[config.mk]
export PLATFORM = sky130hd
export DESIGN_NAME = find_peak
export DESIGN_NICKNAME = d
export VERILOG_FILES = /design/src/rtl/find_peak.sv
export SDC_FILE = /design/constraint.sdc
export NUM_CORES = 1
export LEC_CHECK = 0
export ABC_AREA = 1
export CAP_MARGIN = 20
export CORE_ASPECT_RATIO = 0.9
export CORE_UTILIZATION = 55
export CTS_CLUSTER_DIAMETER = 120
export DETAILED_ROUTE_END_ITERATION = 8
export PLACE_DENSITY_LB_ADDON = 0.15
export RECOVER_POWER = 100
export SLEW_MARGIN = 0
export SYNTH_ARGS = -nofsm -noshare
export SYNTH_HDL_FRONTEND = slang
export SYNTH_SLANG_ARGS = --single-unit
export TNS_END_PERCENT = 10
[constraint.sdc]
create_clock -name clk -period 3.7 [get_ports clk]
set_input_delay 0.74 -clock clk [delete_from_list [all_inputs] [get_ports clk]]
set_output_delay 0.74 -clock clk [all_outputs]
set_load 0.005 [all_outputs]
[src/rtl/find_peak.sv]
// Streaming peak finder: reduces a window of WIN_LEN valid-qualified unsigned
// samples to its maximum and the earliest index at which that maximum occurred.
module find_peak #(
  parameter int unsigned WIDTH   = 16,
  parameter int unsigned WIN_LEN = 64,
  parameter int unsigned IDX_W   = 6
) (
  input  logic             clk,
  input  logic             reset,
  input  logic             start,
  input  logic [WIDTH-1:0] din,
  input  logic             din_valid,
  output logic             busy,
  output logic [WIDTH-1:0] peak,
  output logic [IDX_W-1:0] peak_idx,
  output logic             peak_valid,
  output logic             overrun
);

  typedef enum logic {
    IDLE = 1'b0,
    ACQ  = 1'b1
  } state_t;

  localparam logic [IDX_W-1:0] LAST_IDX = IDX_W'(WIN_LEN - 1);

  state_t           state;
  state_t           next_state;
  logic [IDX_W-1:0] cnt;
  logic [WIDTH-1:0] run_max;
  logic [IDX_W-1:0] run_idx;
  logic [WIDTH-1:0] cand_max;
  logic [IDX_W-1:0] cand_idx;
  logic             accept;
  logic             last;
  logic             busy_d;
  logic             peak_valid_d;
  logic             overrun_d;

  assign accept = (state == ACQ) && din_valid;
  assign last   = (cnt == LAST_IDX);

  always_ff @(posedge clk or posedge reset) begin
    if (reset) begin
      state <= IDLE;
    end else begin
      state <= next_state;
    end
  end

  always_comb begin
    next_state = state;
    unique case (state)
      IDLE:    if (start) next_state = ACQ;
      ACQ:     if (accept && last) next_state = IDLE;
      default: next_state = IDLE;
    endcase
  end

  always_comb begin
    busy_d       = (next_state == ACQ);
    peak_valid_d = accept && last;
    overrun_d    = (state == ACQ) && start;
  end

  // Strict greater-than keeps the earliest index on ties; index 0 always loads.
  always_comb begin
    cand_max = run_max;
    cand_idx = run_idx;
    if ((cnt == '0) || (din > run_max)) begin
      cand_max = din;
      cand_idx = cnt;
    end
  end

  always_ff @(posedge clk or posedge reset) begin
    if (reset) begin
      cnt     <= '0;
      run_max <= '0;
      run_idx <= '0;
    end else if ((state == IDLE) && start) begin
      cnt <= '0;
    end else if (accept) begin
      run_max <= cand_max;
      run_idx <= cand_idx;
      cnt     <= last ? '0 : cnt + IDX_W'(1);
    end
  end

  // The final result includes the last sample, so it is taken from the
  // candidate rather than from the running registers.
  always_ff @(posedge clk or posedge reset) begin
    if (reset) begin
      busy       <= 1'b0;
      peak       <= '0;
      peak_idx   <= '0;
      peak_valid <= 1'b0;
      overrun    <= 1'b0;
    end else begin
      busy       <= busy_d;
      peak_valid <= peak_valid_d;
      overrun    <= overrun_d;
      if (peak_valid_d) begin
        peak     <= cand_max;
        peak_idx <= cand_idx;
      end
    end
  end

endmodule

==> flow_summary.yaml, run 1 <==
worst_hold_path:
  worstHoldPathType: "flip-flop to flip-flop"
  timing.hold.worst.start: "peak[5]"
clocking:
  postCtsSetupRepairBufs: 0
  ctsResizeCount: 0
  cts_made_buffers: 5
  htree_levels: 2
  tritoncts_num_sinks: 53
  cts-root-buf: "sky130_fd_sc_hd__clkbuf_8"
  worst_skew_pair.late_latency_ns: 0.31
  cts_buffer_depth: 2
  postCtsHoldBufs: 0
  cts.reportedPaths.clkPinSlew_ns: 0.09
  clock_tree_from_tritoncts: "built"
sta:
  clock-skew-final_ns: 0.00696
  final.setup.tns_ns: 0
  maxSlewViolCount: 0
  min_period_over_period: 0.803
  timing_hold_violations_final: 0
  final_period_minus_worst_setup_slack_ns: 2.97
  timing_worst_slew_pin_value_ns: 0.812
  rsz0062_at_grt: "false"
  max_freq_mhz: 337
  timing.slew.headroom: 0.458
  final-setup-viol-count: 0
detailed_routing:
  detailedRoute.firstIterationViolations: 132
  drc: 0
  detailroute.via_count: 2574
  drt_first_pass_iters: 4
  drt-vias-per-instance: 5.20
  antenna_violating_nets_left: 0
  detail_route.wirelength_mm: 6.77
  wire_length_per_cell_um: 13.7
worst_setup_path:
  crit_arrival_ns: 3.15
  cp-end-kind: "flip-flop"
  r2r_start: "busy"
  crit_chain: "dlygate4sd3_1, nand2_1, clkbuf_1, clkinv_1, clkbuf_2, nand3_1, o22ai_1"
  endpoint_required_time_on_the_critical_path_ns: 3.88
  crit_start: "din_valid"
  critical_path_class: "primary input to flip-flop"
  slowest_delay_ns: 0.62
  startpoint_type: "primary input"
  crit_slowest_cell: "sky130_fd_sc_hd__clkbuf_1"
  worst-path-max-fanout: 27
floorplan:
  initial_utilization: 0.569
  design.core.area_um2: 5220
  io_pins: 45
  chipWidth_um: 79.5
  core.rowCount: 25
  fp.dieArea_um2: 5700
  die_h_um: 71.7
logic_synthesis:
  ys_ff_latch: 53
  synthesized_area_um2: 2970
  post_synth_num_cell_types: 23
  post_synth_inst_count: 385
  synth-seq-area-share: 0.446
  postSynthAreaPerCell_um2: 7.72
  ys.warnings.count: 0
  syn_nets: 423
final_layout:
  layout.filler_cells: 427
  final_cell_count_no_fill: 495
  area_growth_syn_to_layout_pct: 18.8
  num-nets-final: 465
  insertedDiodeCount: 0
  layout_commonest_cell: "sky130_fd_sc_hd__nand2_1"
  mostFrequentLayoutCells: "130 x sky130_fd_sc_hd__nand2_1, 70 x sky130_fd_sc_hd__nand3_1, 53 x sky130_fd_sc_hd__dfrtp_1"
  layout-drive-gt1-share: 0.0701
global_routing:
  number_of_global_route_vias_before_repair: 2542
  use_met1: 0.345
  grt_overflow_total: 0
  globalRouteTotalUtil: 0.265
  groute.layer.met2.usage: 0.436
  grt_first_pass_wirelength_mm: 11.6
  layer_with_the_highest_usage: "met2"
  antenna_found_initial: 0
  grtUsageMet3: 0.0459
  grt_start_max_net_pins: 36
power_and_ir_drop:
  leakage_nw: 2.00
  switching_share: 0.430
  power_report.internal_total_mw: 1.24
  pwr-share-comb: 0.450
  sequential_fraction_of_design_power: 0.384
  p_clk_frac: 0.166
  power.density_cell_area_nw_per_um2: 613
  power.net_switching_mw: 0.931
  max-vdd-ir-drop_mv: 0.377
placement:
  portBuffers: 44
  finalWeightedCongestion: 0.818
  estimated_wirelength_of_the_detail_placed_design_mm: 4.77
  placed_cells: 487
outcome:
  run_status: "completed"
job:
  reported_max_cap_violation_count: 0
## worst paths after layout
check,to,cells after the start,slack [ns]
min in group asynchronous,peak[14],2,1.02
max in group asynchronous,peak[0],3,2.01
worst min register to register,peak[5],2,0.48
worst min-delay path,peak[5],2,0.48
worst max-delay path,cnt[3],7,0.73
worst max register to register,cnt[3],6,1.26
## area by class of cell
type / instances / area [µm²] / area share
tap: 67 / 83.8 / 0.0237
inverter: 54 / 203 / 0.0574
clock buffer: 7 / 96.3 / 0.0273
multi-input combinational: 264 / 1330 / 0.378
timing repair buffer: 49 / 484 / 0.137
clock inverter: 1 / 5.00 / 0.00142
sequential: 53 / 1330 / 0.375
## metrics by stage
step                hold slack, ns   util  instance area, µm²  total power [mW]  worst slack (ns)
CTS                          0.490  0.679                3550              2.19              1.05
detailed placement           0.464  0.660                3450              1.82             0.744
global placement             0.462  0.656                3430              1.78             0.776
floorplan                    0.449      -                2970              1.62              1.66
global route                 0.503  0.676                3530              2.37             0.551
finish                       0.479  0.676                3530              2.17             0.731
## per-layer routing
| metal | wire length (µm) | part of all wire |
|---|---|---|
| met4 | 73 | 0.011 |
| met2 | 3240 | 0.48 |
| met1 | 3160 | 0.47 |
| met5 | 0 | 0 |
| met3 | 289 | 0.043 |
## cells in the mapped netlist
cell type,instances,area share
sky130_fd_sc_hd__buf_6,4,0.015
sky130_fd_sc_hd__nor2_1,10,0.013
sky130_fd_sc_hd__buf_2,2,0.0034
sky130_fd_sc_hd__nor2_4,2,0.0076
sky130_fd_sc_hd__buf_4,4,0.010
sky130_fd_sc_hd__dfrtp_1,53,0.45
sky130_fd_sc_hd__nor3_2,1,0.0034
sky130_fd_sc_hd__nand2_2,12,0.025
sky130_fd_sc_hd__clkinv_1,1,0.0013
sky130_fd_sc_hd__a21oi_1,6,0.010
sky130_fd_sc_hd__a21o_1,1,0.0025
sky130_fd_sc_hd__o21ai_0,7,0.012
sky130_fd_sc_hd__nor2_2,2,0.0042
sky130_fd_sc_hd__inv_1,51,0.064
sky130_fd_sc_hd__inv_2,2,0.0025
sky130_fd_sc_hd__o22ai_1,3,0.0063
sky130_fd_sc_hd__nand3_1,70,0.12
sky130_fd_sc_hd__clkbuf_1,4,0.0050
sky130_fd_sc_hd__ha_1,18,0.076
sky130_fd_sc_hd__nand3_2,1,0.0034
sky130_fd_sc_hd__nand2_4,2,0.0076
sky130_fd_sc_hd__nand2_1,128,0.16
sky130_fd_sc_hd__nand4_1,1,0.0021
## state kept, by name, summed over array words and instances (netlist names)
name	count
peak_valid	1
peak_idx	6
overrun	1
run_idx	6
peak	16
busy	1
cnt	6
run_max	16
## power by group through the flow
stage,registers (mW),clock network [mW],logic (mW)
2_1_floorplan,0.812,0,0.805
3_3_place_gp,0.832,0,0.944
3_5_place_dp,0.835,0,0.988
4_1_cts,0.828,0.370,0.993
5_1_grt,0.851,0.390,1.13
6_report,0.831,0.360,0.975
## critical path: cells and delay by family
| family | cells | cell delay, ns |
|---|---|---|
| buf+inv | 4 | 1.71 |
| compound gates | 1 | 0.08 |
| simple gates | 2 | 0.61 |
## logic make-up (layout without fill, tap and decap cells)
kind of cell,after synthesis,count (layout),share of synthesized area
and+or+nand+nor,229,229,0.346
DFF,53,53,0.446
buffers and inverters,68,111,0.102
AOI/OAI and AO/OA,17,17,0.0307
adders and majority gates,18,18,0.0758
No activity file was read; power rests on OpenSTA's default activity.
==> inputs of run 2 (changes only) <==
Settings changed: CORE_UTILIZATION 55 to 49.
Clock period 3.7 ns to 2.68 ns, I/O delays scaled along.
==> flow_summary.yaml, run 2 (synthesized netlist as in run 1, its figures left out) <==
detailed_routing:
  detail_route.wirelength_mm: 6.57
  wire_length_per_cell_um: 13.1
  drc: 6
  antenna_violating_nets_left: 0
  drt-vias-per-instance: 5.05
  detailedRoute.firstIterationViolations: 124
  drt_first_pass_iters: 6
  detailroute.via_count: 2531
sta:
  final_period_minus_worst_setup_slack_ns: 2.37
  timing_worst_slew_pin_value_ns: 1.03
  rsz0062_at_grt: "false"
  clock-skew-final_ns: 0.0138
  timing.slew.headroom: 0.310
  final-setup-viol-count: 0
  final.setup.tns_ns: 0
  timing_hold_violations_final: 0
  maxSlewViolCount: 0
  holdWs_ns: 0.477
  max_freq_mhz: 423
  min_period_over_period: 0.882
worst_setup_path:
  crit_slowest_cell: "sky130_fd_sc_hd__clkdlybuf4s50_1"
  crit_chain: "clkdlybuf4s50_1, ha_1, a21oi_1, nand2_1, a21oi_1, nand2_2, nand2_4, clkbuf_2, nand3_1, nand3_1, nand2_1"
  critical_path_class: "primary input to flip-flop"
  slowest_delay_ns: 0.43
  worst-path-max-fanout: 14
  endpoint_required_time_on_the_critical_path_ns: 2.88
  cp-end-kind: "flip-flop"
  startpoint_type: "primary input"
  crit_arrival_ns: 2.56
global_routing:
  number_of_global_route_vias_before_repair: 2306
  grt_first_pass_wirelength_mm: 10.9
  grt_overflow_total: 0
  globalRouteTotalUtil: 0.219
  antenna_found_initial: 0
  grt_start_max_net_pins: 28
final_layout:
  largest_registers: "peak (16), run_max (16)"
  layout_commonest_cell: "sky130_fd_sc_hd__nand2_1"
  final_non_filler_cell_area_um2: 3560
  mostFrequentLayoutCells: "128 x sky130_fd_sc_hd__nand2_1, 70 x sky130_fd_sc_hd__nand3_1, 53 x sky130_fd_sc_hd__dfrtp_1"
  num-nets-final: 469
  insertedDiodeCount: 0
  post-route-util: 0.618
  area_growth_syn_to_layout_pct: 19.7
  layout.filler_cells: 534
  layout-drive-gt1-share: 0.0812
clocking:
  clock_tree_from_tritoncts: "built"
  worst_skew_pair.late_latency_ns: 0.31
  postCtsHoldBufs: 0
  cts_made_buffers: 5
  cts-root-buf: "sky130_fd_sc_hd__clkbuf_8"
  postCtsSetupRepairBufs: 0
  tritoncts_num_sinks: 53
  cts_buffer_depth: 2
  ctsResizeCount: 0
  cts.reportedPaths.clkPinSlew_ns: 0.09
  htree_levels: 2
placement:
  finalWeightedCongestion: 0.820
  placedInstanceArea_um2: 3470
  portBuffers: 44
  estimated_wirelength_of_the_detail_placed_design_mm: 4.48
floorplan:
  chipWidth_um: 84.1
  die_h_um: 75.9
  core.rowCount: 26
  design.core.area_um2: 5760
  initial_utilization: 0.516
  fp.dieArea_um2: 6380
  io_pins: 45
worst_hold_path:
  worstHoldPathType: "flip-flop to flip-flop"
outcome:
  violations: "design-rule violations"
  run_status: "finished, violations left"
power_and_ir_drop:
  power.density_cell_area_nw_per_um2: 861
  leakage_nw: 2.01
  max-vdd-ir-drop_mv: 0.452
job:
  reported_max_cap_violation_count: 0
-- run 2: changes by cell type in the layout (fill, tap and decap cells not counted), sizes merged --
| cell | previous run | this run |
|---|---|---|
| bufinv | 0 | 1 |
| clkdlybuf4s50 | 15 | 16 |
| buf | 3 | 5 |
| dlygate4sd3 | 29 | 28 |
-- run 2: path summary, 6_finish.rpt --
path / start / endpoint / slack, ns / cells past startpoint
max: din[11] / run_max[11] / 0.31 / 11
min: peak[6] / peak[6] / 0.48 / 2
max reg2reg: cnt[0] / busy / 0.47 / 10
min reg2reg: peak[6] / peak[6] / 0.48 / 2
max in group asynchronous: reset / peak_idx[4] / 0.64 / 3
min in group asynchronous: reset / peak_idx[1] / 0.90 / 2
-- run 2: through the flow --
stage	total power, mW	cells	setup slack [ns]
after floorplan	2.23	385	0.844
after global placement	2.50	494	0.135
after detailed placement	2.55	494	0.108
after CTS	3.10	501	0.437
after global routing	3.35	501	0.127
final	3.06	501	0.315
-- run 2: layout make-up --
cell class	instances	area, µm²	area share
clock buffers	5	68.8	0.0193
flip-flops and latches	53	1330	0.373
multi-input cells	264	1340	0.377
inverters	54	203	0.0570
well taps	70	87.6	0.0246
clock inverters	2	35.0	0.00985
repair buffers	53	497	0.140
-- run 2: critical path: cells and delay by family --
| kind | cells | cell delay [ns] |
|---|---|---|
| compound gates | 2 | 0.34 |
| fa+ha+maj | 1 | 0.34 |
| buf+inv | 2 | 0.73 |
| simple gates | 6 | 0.60 |
-- run 2: power by group --
group          switching, mW  internal, mW  total, mW  leakage, nW
Combinational          0.899         0.489       1.39         1.27
Sequential             0.131          1.01       1.14        0.686
Clock                  0.263         0.272      0.535       0.0540
-- run 2: metal layers --
layer | vias up | share of wire | GRT usage | routed length, µm
met5 | - | 0 | 0 | 0
met4 | 0 | 0.010 | 0.0460 | 66
met3 | 9 | 0.048 | 0.0412 | 317
met2 | 65 | 0.46 | 0.360 | 3020
met1 | 1154 | 0.48 | 0.306 | 3170
li1 | 1303 | - | - | -
==> inputs of run 3 (changes only) <==
Settings changed: MAX_ROUTING_LAYER set to met4, SLEW_MARGIN 0 to unset.
==> flow_summary.yaml, run 3 (synthesized netlist as in run 1, its figures left out) <==
outcome:
  run_status: "finished, violations left"
  violations: "design-rule violations"
clocking:
  worst_skew_pair.late_latency_ns: 0.31
  postCtsSetupRepairBufs: 0
  cts-root-buf: "sky130_fd_sc_hd__clkbuf_8"
  cts_buffer_depth: 2
  tritoncts_num_sinks: 53
  cts_made_buffers: 5
  clock_tree_from_tritoncts: "built"
  htree_levels: 2
  cts.reportedPaths.clkPinSlew_ns: 0.09
  postCtsHoldBufs: 0
  ctsResizeCount: 0
final_layout:
  largest_registers: "peak (16), run_max (16)"
  layout-drive-gt1-share: 0.0812
  num-nets-final: 469
  final_cell_count_no_fill: 501
  mostFrequentLayoutCells: "128 x sky130_fd_sc_hd__nand2_1, 70 x sky130_fd_sc_hd__nand3_1, 53 x sky130_fd_sc_hd__dfrtp_1"
  post-route-util: 0.618
  insertedDiodeCount: 0
  final_non_filler_cell_area_um2: 3560
  area_growth_syn_to_layout_pct: 19.7
  layout_commonest_cell: "sky130_fd_sc_hd__nand2_1"
  layout.filler_cells: 534
placement:
  estimated_wirelength_of_the_detail_placed_design_mm: 4.48
  dp_worst_setup_slack_ns: 0.108
  placedInstanceArea_um2: 3470
  placed_cells: 494
  finalWeightedCongestion: 0.832
  portBuffers: 44
sta:
  final-setup-viol-count: 0
  rsz0062_at_grt: "false"
  holdWs_ns: 0.477
  maxSlewViolCount: 0
  timing_worst_slew_pin_value_ns: 1.04
  min_period_over_period: 0.883
  worst_slack_ns: 0.313
  clock-skew-final_ns: 0.0145
  final.setup.tns_ns: 0
  max_freq_mhz: 422
  timing.slew.headroom: 0.305
  final_period_minus_worst_setup_slack_ns: 2.37
  timing_hold_violations_final: 0
detailed_routing:
  drc: 6
  detailroute.via_count: 2538
  antenna_violating_nets_left: 0
  drt-vias-per-instance: 5.07
  detailedRoute.firstIterationViolations: 127
  wire_length_per_cell_um: 13.1
  detail_route.wirelength_mm: 6.57
  drt_first_pass_iters: 6
floorplan:
  chipWidth_um: 84.1
  initial_utilization: 0.516
  design.core.area_um2: 5760
  die_h_um: 75.9
  fp.dieArea_um2: 6380
  core.rowCount: 26
  io_pins: 45
global_routing:
  grt_first_pass_wirelength_mm: 10.9
  antenna_found_initial: 0
  grt_start_max_net_pins: 28
  grt_overflow_total: 0
  globalRouteTotalUtil: 0.225
  number_of_global_route_vias_before_repair: 2300
worst_setup_path:
  r2r_start: "cnt[0]"
  endpoint_required_time_on_the_critical_path_ns: 2.88
  timing.critical_path.buf_inv: 2
  crit-reg2reg-capture: "busy"
  setup.reg_to_reg.worst_slack_ns: 0.45
  cp-end-kind: "flip-flop"
  crit_chain: "clkdlybuf4s50_1, ha_1, a21oi_1, nand2_1, a21oi_1, nand2_2, nand2_4, clkbuf_2, nand3_1, nand3_1, nand2_1"
  cp_top_family: "buffers and inverters"
  critical_path_class: "primary input to flip-flop"
  slowest_delay_ns: 0.43
  r2r_cells: 10
  startpoint_type: "primary input"
  crit_arrival_ns: 2.56
  worst-path-max-fanout: 14
  crit_slowest_cell: "sky130_fd_sc_hd__clkdlybuf4s50_1"
power_and_ir_drop:
  power.density_cell_area_nw_per_um2: 861
  leakage_nw: 2.01
  max-vdd-ir-drop_mv: 0.452
  post-layout-total-power_mw: 3.06
worst_hold_path:
  worstHoldPathType: "flip-flop to flip-flop"
  timing.hold.worst.start: "peak[6]"
  holdPathStages: 2
  worstHoldEndpoint: "peak[6]"
job:
  reported_max_cap_violation_count: 0
[run 3: cell counts in the layout (fill, tap and decap cells not counted)]
Identical to the previous run, type by type.
[run 3: layout make-up]
cell class / count / area, µm² / share of cell area
multi-input combinational: 264 / 1340 / 0.377
inverter: 54 / 203 / 0.0570
clock buffer: 5 / 68.8 / 0.0193
sequential: 53 / 1330 / 0.373
timing repair buffer: 53 / 497 / 0.140
clock inverter: 2 / 35.0 / 0.00985
tap: 70 / 87.6 / 0.0246
[run 3: worst max path at each step]
stage	depth (start not counted)	to	startpoint
after floorplan	10	run_idx[5]	din[11]
final	11	run_max[11]	din[11]
after detailed placement	11	peak_idx[1]	din[15]
after global routing	15	peak[2]	din[3]
after global placement	11	peak_idx[1]	din[15]
after CTS	11	peak_idx[1]	din[15]
[run 3: power by group]
part / internal, mW / switching [mW] / leakage [nW]
sequential: 1.01 / 0.132 / 0.686
combinational: 0.489 / 0.898 / 1.27
clock: 0.272 / 0.263 / 0.0540
total: 1.77 / 1.29 / 2.01
[run 3: layer usage]
metal / global-route usage / up-vias / part of all wire
met5: - / - / 0
met4: 0.0517 / 0 / 0.0090
met3: 0.0347 / 7 / 0.040
met2: 0.360 / 51 / 0.46
met1: 0.306 / 1179 / 0.49
li1: - / 1301 / -
[run 3: worst reg2reg max path: cells and delay by family, from the launching register on]
kind / cells / cell delay, ns
AND/OR/NAND/NOR: 5 / 0.76
AO/OA/AOI/OAI: 1 / 0.20
adder cells (fa/ha/maj): 1 / 0.18
flip-flops: 1 / 0.38
buffers and inverters: 3 / 0.60
